`src/rtl/key_mode_ctrl.sv`:
```
// key_mode_ctrl: debounced push-button front end driving a wrap-around mode selector
module key_mode_ctrl #(
    parameter int N_KEYS       = 2,
    parameter int TICK_DIV     = 8000,
    parameter int DEB_CNT      = 4,
    parameter int NUM_MODES    = 3,
    parameter int MODE_W       = 2,
    parameter int MODE_RESET   = 0,
    parameter int INC_KEY      = 0,
    parameter int DEC_EN       = 1,
    parameter int DEC_KEY      = 1,
    parameter int REPEAT_TICKS = 62
) (
    input  logic              i2c_clk,
    input  logic              reset_n,
    input  logic [N_KEYS-1:0] key_n,
    output logic [N_KEYS-1:0] key_db,
    output logic [N_KEYS-1:0] key_press,
    output logic              tick,
    output logic [MODE_W-1:0] mode,
    output logic              mode_chg
);
    localparam int TW = $clog2(TICK_DIV);
    localparam int HW = (REPEAT_TICKS > 0) ? $clog2(REPEAT_TICKS + 1) : 1;
    localparam int DK = (DEC_EN != 0) ? DEC_KEY : INC_KEY;

    if (N_KEYS < 1 || N_KEYS > 8 || TICK_DIV < 2 || DEB_CNT < 1 || DEB_CNT > 15 ||
        NUM_MODES < 2 || NUM_MODES > 2**MODE_W || MODE_RESET >= NUM_MODES ||
        INC_KEY >= N_KEYS || (DEC_EN != 0 && (DEC_KEY >= N_KEYS || DEC_KEY == INC_KEY)))
    begin : g_bad_params
        $error("key_mode_ctrl: illegal parameter combination");
    end

    logic [TW-1:0]     tick_cnt_q, tick_cnt_d;
    logic [N_KEYS-1:0] sync1_q, sync1_d, sync2_q, sync2_d;
    logic [N_KEYS-1:0] key_db_q, key_db_d, key_press_q, key_press_d, pressed_s;
    logic [3:0]        deb_cnt_q [N_KEYS];
    logic [3:0]        deb_cnt_d [N_KEYS];
    logic [HW-1:0]     hold_q [2];
    logic [HW-1:0]     hold_d [2];
    logic [1:0]        rep_q, rep_d, hk_db, hk_press;
    logic [MODE_W-1:0] mode_q, mode_d;
    logic              mode_chg_q, mode_chg_d, up, down;

    always_comb begin
        tick       = (tick_cnt_q == TW'(TICK_DIV - 1));
        tick_cnt_d = tick ? '0 : tick_cnt_q + 1'b1;
        sync1_d    = key_n;
        sync2_d    = sync1_q;
        pressed_s  = ~sync2_q;
        key_db_d   = key_db_q;
        key_press_d = '0;
        for (int i = 0; i < N_KEYS; i++) begin
            deb_cnt_d[i] = deb_cnt_q[i];
            if (tick) begin
                if (pressed_s[i] == key_db_q[i]) deb_cnt_d[i] = '0;
                else if (deb_cnt_q[i] + 4'd1 == 4'(DEB_CNT)) begin
                    deb_cnt_d[i]   = '0;
                    key_db_d[i]    = ~key_db_q[i];
                    key_press_d[i] = ~key_db_q[i];
                end else deb_cnt_d[i] = deb_cnt_q[i] + 4'd1;
            end
        end
        // slot 0 tracks the increment key, slot 1 the decrement key
        hk_db    = {key_db_q[DK], key_db_q[INC_KEY]};
        hk_press = {key_press_q[DK], key_press_q[INC_KEY]};
        rep_d    = '0;
        for (int k = 0; k < 2; k++) begin
            hold_d[k] = hold_q[k];
            if (REPEAT_TICKS == 0 || !hk_db[k] || hk_press[k]) hold_d[k] = '0;
            else if (tick) begin
                if (hold_q[k] + 1'b1 == HW'(REPEAT_TICKS)) begin
                    hold_d[k] = '0;
                    rep_d[k]  = 1'b1;
                end else hold_d[k] = hold_q[k] + 1'b1;
            end
        end
        up         = key_press_q[INC_KEY] | rep_q[0];
        down       = (DEC_EN != 0) & (key_press_q[DK] | rep_q[1]);
        mode_d     = mode_q;
        if (up && !down) mode_d = (mode_q == MODE_W'(NUM_MODES - 1)) ? '0 : mode_q + 1'b1;
        else if (down && !up) mode_d = (mode_q == '0) ? MODE_W'(NUM_MODES - 1) : mode_q - 1'b1;
        mode_chg_d = up ^ down;
    end

    always_ff @(posedge i2c_clk or negedge reset_n) begin
        if (!reset_n) begin
            tick_cnt_q  <= '0;
            sync1_q     <= '1;
            sync2_q     <= '1;
            key_db_q    <= '0;
            key_press_q <= '0;
            for (int i = 0; i < N_KEYS; i++) deb_cnt_q[i] <= '0;
            for (int k = 0; k < 2; k++) hold_q[k] <= '0;
            rep_q       <= '0;
            mode_q      <= MODE_W'(MODE_RESET);
            mode_chg_q  <= 1'b0;
        end else begin
            tick_cnt_q  <= tick_cnt_d;
            sync1_q     <= sync1_d;
            sync2_q     <= sync2_d;
            key_db_q    <= key_db_d;
            key_press_q <= key_press_d;
            for (int i = 0; i < N_KEYS; i++) deb_cnt_q[i] <= deb_cnt_d[i];
            for (int k = 0; k < 2; k++) hold_q[k] <= hold_d[k];
            rep_q       <= rep_d;
            mode_q      <= mode_d;
            mode_chg_q  <= mode_chg_d;
        end
    end

    assign key_db    = key_db_q;
    assign key_press = key_press_q;
    assign mode      = mode_q;
    assign mode_chg  = mode_chg_q;
endmodule

```
`config.mk`:
```
export PLATFORM = sky130hd
export DESIGN_NAME = key_mode_ctrl
export DESIGN_NICKNAME = d
export VERILOG_FILES = /design/src/rtl/key_mode_ctrl.sv
export SDC_FILE = /design/constraint.sdc
export NUM_CORES = 1
export LEC_CHECK = 0
export CAP_MARGIN = 20
export CORE_ASPECT_RATIO = 1.25
export CORE_MARGIN = 5
export CORE_UTILIZATION = 51
export CTS_CLUSTER_SIZE = 25
export DETAILED_ROUTE_END_ITERATION = 6
export DONT_BUFFER_PORTS = 1
export HOLD_SLACK_MARGIN = 0.05
export PLACE_DENSITY_LB_ADDON = 0.3
export SYNTH_ARGS = -nofsm -noshare
export SYNTH_HDL_FRONTEND = slang
export SYNTH_SLANG_ARGS = --single-unit
```
`constraint.sdc`:
```
create_clock -name i2c_clk -period 3.25 [get_ports i2c_clk]
set_input_delay 0.325 -clock i2c_clk [delete_from_list [all_inputs] [get_ports i2c_clk]]
set_output_delay 0.325 -clock i2c_clk [all_outputs]
set_load 0.01 [all_outputs]
```
After elaboration in Yosys (flattened, before gate mapping)
Index checks and enable logic that the tools add are counted.
W data, S select, Z words.
{"block": "op_classes", "n_bitwise": 8, "mux": 27, "eq_ne": 8, "n_addsub": 7, "n_reduce_logical": 14}
{"op": "$mux W6", "count": 6}
{"op": "$mux W4", "count": 4}
{"op": "$add A13 B1 Y13 const B", "count": 1}
{"op": "$eq A13 B13 Y1 const B", "count": 1}
{"op": "$mux W13", "count": 1}
{"op": "$add A6 B1 Y6 const B", "count": 2}
{"op": "$eq A6 B6 Y1 const B", "count": 2}
{"op": "$mux W1", "count": 12}
{"op": "$add A4 B1 Y4 const B", "count": 2}
{"op": "$eq A4 B3 Y1 const B", "count": 2}
{"op": "$mux W2", "count": 4}
{"op": "$reduce_and A3 Y1", "count": 2}
{"op": "$reduce_bool A2 Y1", "count": 3}
{"op": "$logic_not A1 Y1", "count": 4}
{"op": "$not A1 Y1", "count": 4}
{"op": "$add A2 B1 Y2 const B", "count": 1}
{"op": "$eq A1 B1 Y1", "count": 2}
{"op": "$eq A2 B2 Y1 const B", "count": 1}
{"op": "$logic_and A1 B1 Y1", "count": 2}
{"op": "$logic_not A2 Y1", "count": 1}
{"op": "$logic_or A1 B1 Y1", "count": 2}
{"op": "$not A2 Y2", "count": 1}
{"op": "$or A1 B1 Y1", "count": 2}
{"op": "$sub A2 B1 Y2 const B", "count": 1}
{"op": "$xor A1 B1 Y1", "count": 1}
{"block": "word_totals", "wordCells": 77, "input_bits": 4, "output_inout_bits": 8, "regBits": 46}

Depth between registers and ports, before layout
{"block": "logic_depth", "word_depth": 5, "depth_mapped": 8, "depth_no_buf": 7}

Worst setup path before layout
No wires, ideal clock.
{"block": "synth_timing", "kind": "reg-to-reg", "startpoint": "register tick_cnt_q[6]", "endpoint": "register hold_q[10] (netlist bit)", "setup_time_ns": 0.128, "synth_period_minus_slack_ns": 2.059, "stages_incl_launch_ff": 9, "path_slack_ns": 1.191, "n_path_buf": 4, "arrival_time_ns": 1.931, "t_required_ns": 3.122, "cell_sequence": "dfrtp_1 buf_6 or3b_1 or4_1 buf_2 clkbuf_1 buf_2 o21ai_0 a21oi_1"}
{"block": "synth_between", "elab_chain_cells": 2}
{"item": "start: declaration", "line": "34", "rtl": "logic [TW-1:0] tick_cnt_q, tick_cnt_d;"}
{"item": "start signal: assignment", "line": "99", "rtl": "tick_cnt_q <= tick_cnt_d;"}
{"item": "$eq A13 B13 Y1", "line": "46", "rtl": "tick = (tick_cnt_q == TW'(TICK_DIV - 1));"}
{"item": "$reduce_bool A2 Y1 (no source line)"}
{"item": "end: declaration", "line": "39", "rtl": "logic [HW-1:0] hold_q [2];"}
Every way passes these cells.
A chain may end at the register's enable or synchronous reset.

Worst setup path after layout
{"block": "layout_timing", "startpoint": "register tick_cnt_q[6]", "endpoint": "output port tick"}
{"block": "layout_between", "elab_chain_cells": 1}
{"item": "$eq A13 B13 Y1", "line": "46"}
{"item": "end: declaration", "line": "19", "rtl": "output logic tick,"}
Every way passes these cells.

==> impl_results.md <==
* Status: complete, no violations
* Sequential-to-total area share from yosys stat at 0.479
* Max cap viols at 0
* Num CTS Buffers at 5
* Crit. End Element: primary output
* Layout area overhead at 9.12%
* Worst-path fanout max at 18
* Slew Limit Fails at 0
* Final Wtd Congestion at 0.812
* Critical path, cell by cell: or3b_1 -> or4_1 -> clkinv_1
* Ys Warns at 0
* Tot Pwr at 1.03 mW
* Hold Crit Start: sync1_q[0]$_DFF_PN1_
* DR DRC count at 0
* Largest net degree at the start of global routing at 47
* H-tree levels at 2
* Core area at 4660 um2
* Yosys top cell area share at 0.435
* First-pass GRT wire length at 7.73 mm
* Fin cells at 316
* Buf/Inv on CP at 1
* Crit-path slowest cell: or4_1
* Final Util at 0.566
* Total I/O pin count at 12
* Filler cell count at 391
* Minimum clock period at 2.63 ns
* Cts repair resizes at 0
* Routed WL at 4.40 mm
* Routed via count at 1,798
* Ys async rst share at 1.00
* Die area at 6220 um2
* Vias per cell at 5.69
* Layout Nets at 272
* Clock root buffer: clkbuf_8
* Worst EP required at 2.92 ns
* Largest area contributor in the netlist: dfrtp_1
* Synth Cell Area at 2410 um2
* Cell Rows at 28
* Clock Pin Slew Worst Setup and Hold Paths at 0.09 ns
* Netlist cell types at 43
* Share of cells above drive strength 1 at 0.0664
* N_diodes at 0
* Clock Path Buffers at 2
* Worst VDD drop at 0.000405 V
* Syn nets at 267
* DR WL/cell at 13.9 um
* Die width at 71.5 um
* Initial Util at 0.518
* Clock skew at 0.0137 ns
* Placed Cells at 304
* Drt pass-1 iters at 4
* Input/output buffers at 0
* CP Depth at 3
* Clock latency on the worst-skew pair at 0.29 ns
* Primary FF master, synth: dfrtp_1
* CTS tree: built
* Fin. Hold Viols at 0
* Synth Instances at 250
* Initial antenna violation count at 0
* R2r startpoint: tick_cnt_q[6]$_DFF_PN0_
* Sink Count at 46
* Cell Pwr Density at 390 nW/um2
* RSZ-0062 raised after global routing: false
* Leak at 1.15 nW
* HPWL after DPL at 3.00 mm
* Crit Path Category: reg2out
* All-Layer GR Usage at 0.156
* Vias in the first global route at 1,779
* EDFF count, synth at 0
* R2r endpoint: hold_q[5]$_DFFE_PN0P_
* CP Launch Type: flip-flop
* Worst relative slew slack at 0.577
* Hold Path Stages at 0
* Fmax at 380 MHz
* WHS Endpoint: sync2_q[0]$_DFF_PN1_
* Period utilization at 0.809
* Worst-margin pin slew at 0.630 ns
* Crit path arrival time at 2.30 ns
* Seq cells post-synth at 46
* Starting DRT DRC Count at 99
* R2R Setup Slk at 0.69 ns
* Top delay family on crit path: simple AND/OR/NAND/NOR gates
* Slowest cell delay on critical path at 0.68 ns
* Top cells by area, synth: dfrtp_1, ha_1, dfstp_2, xnor2_1, a21oi_1
* # setup viols final at 0
* Post-DRT Antenna Nets at 0
* Reg2Reg Depth at 6
* Post-Syn Area per Cell at 9.66 um2
* Die Y at 86.9 um
* GR Overflow Total at 0
* Worst hold-check path type: reg2reg
* Setup TNS Final at 0 ns
## sequential cells by signal, indices dropped and copies added, names as in the netlist, 2 cells and up
name        count
tick_cnt_q     13
hold_q         12
deb_cnt_q       8
key_db          2
key_press       2
mode            2
rep_q           2
sync1_q         2
sync2_q         2
## through the flow
step           instance area, um2  worst slack [ns]  hold WS (ns)
2_1_floorplan                2410              1.19        0.0294
3_3_place_gp                 2460             0.791        0.0306
3_5_place_dp                 2460             0.699        0.0305
4_1_cts                      2640             0.609         0.347
5_1_grt                      2640             0.483         0.360
6_report                     2640             0.621         0.358
## synth_stat cells (4+ instances only)
cell,n
a21o_1,4
inv_1,8
xnor2_1,10
nor3_1,10
xor2_1,4
nor2_1,21
nand2b_1,4
dfrtp_1,42
a21oi_1,16
o21ai_0,15
nand4_1,7
dfstp_2,4
buf_2,5
nand3_1,16
ha_1,13
nand2_1,21
a22o_1,4
## cells in the final DEF, fill, tap and decap left out, drive strengths merged, types with 2 or more instances in the layout
| cell type | instances |
|---|---|
| a21boi | 3 |
| o31ai | 3 |
| and2 | 2 |
| a21o | 4 |
| nand3 | 16 |
| a211oi | 2 |
| nor3 | 10 |
| ha | 13 |
| mux2i | 3 |
| nand4 | 7 |
| a31oi | 3 |
| and3 | 3 |
| nand2b | 4 |
| and4 | 2 |
| inv | 8 |
| a22oi | 2 |
| and3b | 2 |
| nor2b | 3 |
| dfrtp | 42 |
| or2 | 2 |
| clkbuf | 7 |
| or4 | 2 |
| nand2 | 21 |
| o21ai | 15 |
| xnor2 | 10 |
| buf | 3 |
| xor2 | 4 |
| a22o | 4 |
| dlygate4sd3 | 3 |
| dfstp | 4 |
| a21oi | 16 |
| nor2 | 21 |
## cell type report
class | count | area (um2) | area share
well taps | 60 | 75.1 | 0.0285
clock inverters | 1 | 30.0 | 0.0114
clock buffers | 7 | 86.3 | 0.0328
inverters | 9 | 33.8 | 0.0128
repair buffers | 6 | 72.6 | 0.0275
multi-input cells | 187 | 1180 | 0.448
flip-flops and latches | 46 | 1160 | 0.439
## routing by layer
| layer | wire length [um] | track usage | vias up |
|---|---|---|---|
| met5 | 0 | 0 | - |
| met4 | 59 | 0.0632 | 0 |
| met3 | 117 | 0.0312 | 5 |
| met2 | 2310 | 0.288 | 14 |
| met1 | 1910 | 0.173 | 882 |
| li1 | - | - | 897 |
## where the power goes
| group | total (mW) | internal (mW) | switching, mW |
|---|---|---|---|
| registers | 0.578 | 0.576 | 0.00174 |
| clock network | 0.427 | 0.251 | 0.176 |
| logic | 0.0212 | 0.00743 | 0.0138 |
## how the worst max path moves through the flow
stage	from	endpoint	slack (ns)
2_1_floorplan	tick_cnt_q[6]$_DFF_PN0_	hold_q[10]$_DFFE_PN0P_	1.19
3_3_place_gp	tick_cnt_q[6]$_DFF_PN0_	hold_q[5]$_DFFE_PN0P_	0.79
3_5_place_dp	tick_cnt_q[6]$_DFF_PN0_	hold_q[5]$_DFFE_PN0P_	0.70
4_1_cts	tick_cnt_q[6]$_DFF_PN0_	tick	0.61
5_1_grt	tick_cnt_q[6]$_DFF_PN0_	tick	0.48
6_report	tick_cnt_q[6]$_DFF_PN0_	tick	0.62
## cell families (layout without fill, tap and decap cells)
logic type	after synthesis	in the layout	share of synthesized area
AO/OA/AOI/OAI	55	55	0.139
XOR/XNOR	14	14	0.0508
AND/OR/NAND/NOR	101	101	0.215
multiplexers	4	4	0.0171
buffers and inverters	17	23	0.0321
adder cells (fa/ha/maj)	13	13	0.0674
flip-flops	46	46	0.479
## repair_timing
item | 4_1_cts | 5_1_grt
hold buffers | 4 | 0
hold endpoints to repair | 48 | 0
buffers inserted | 0 | 0
Note: power is estimated with default switching activity, not from simulation.
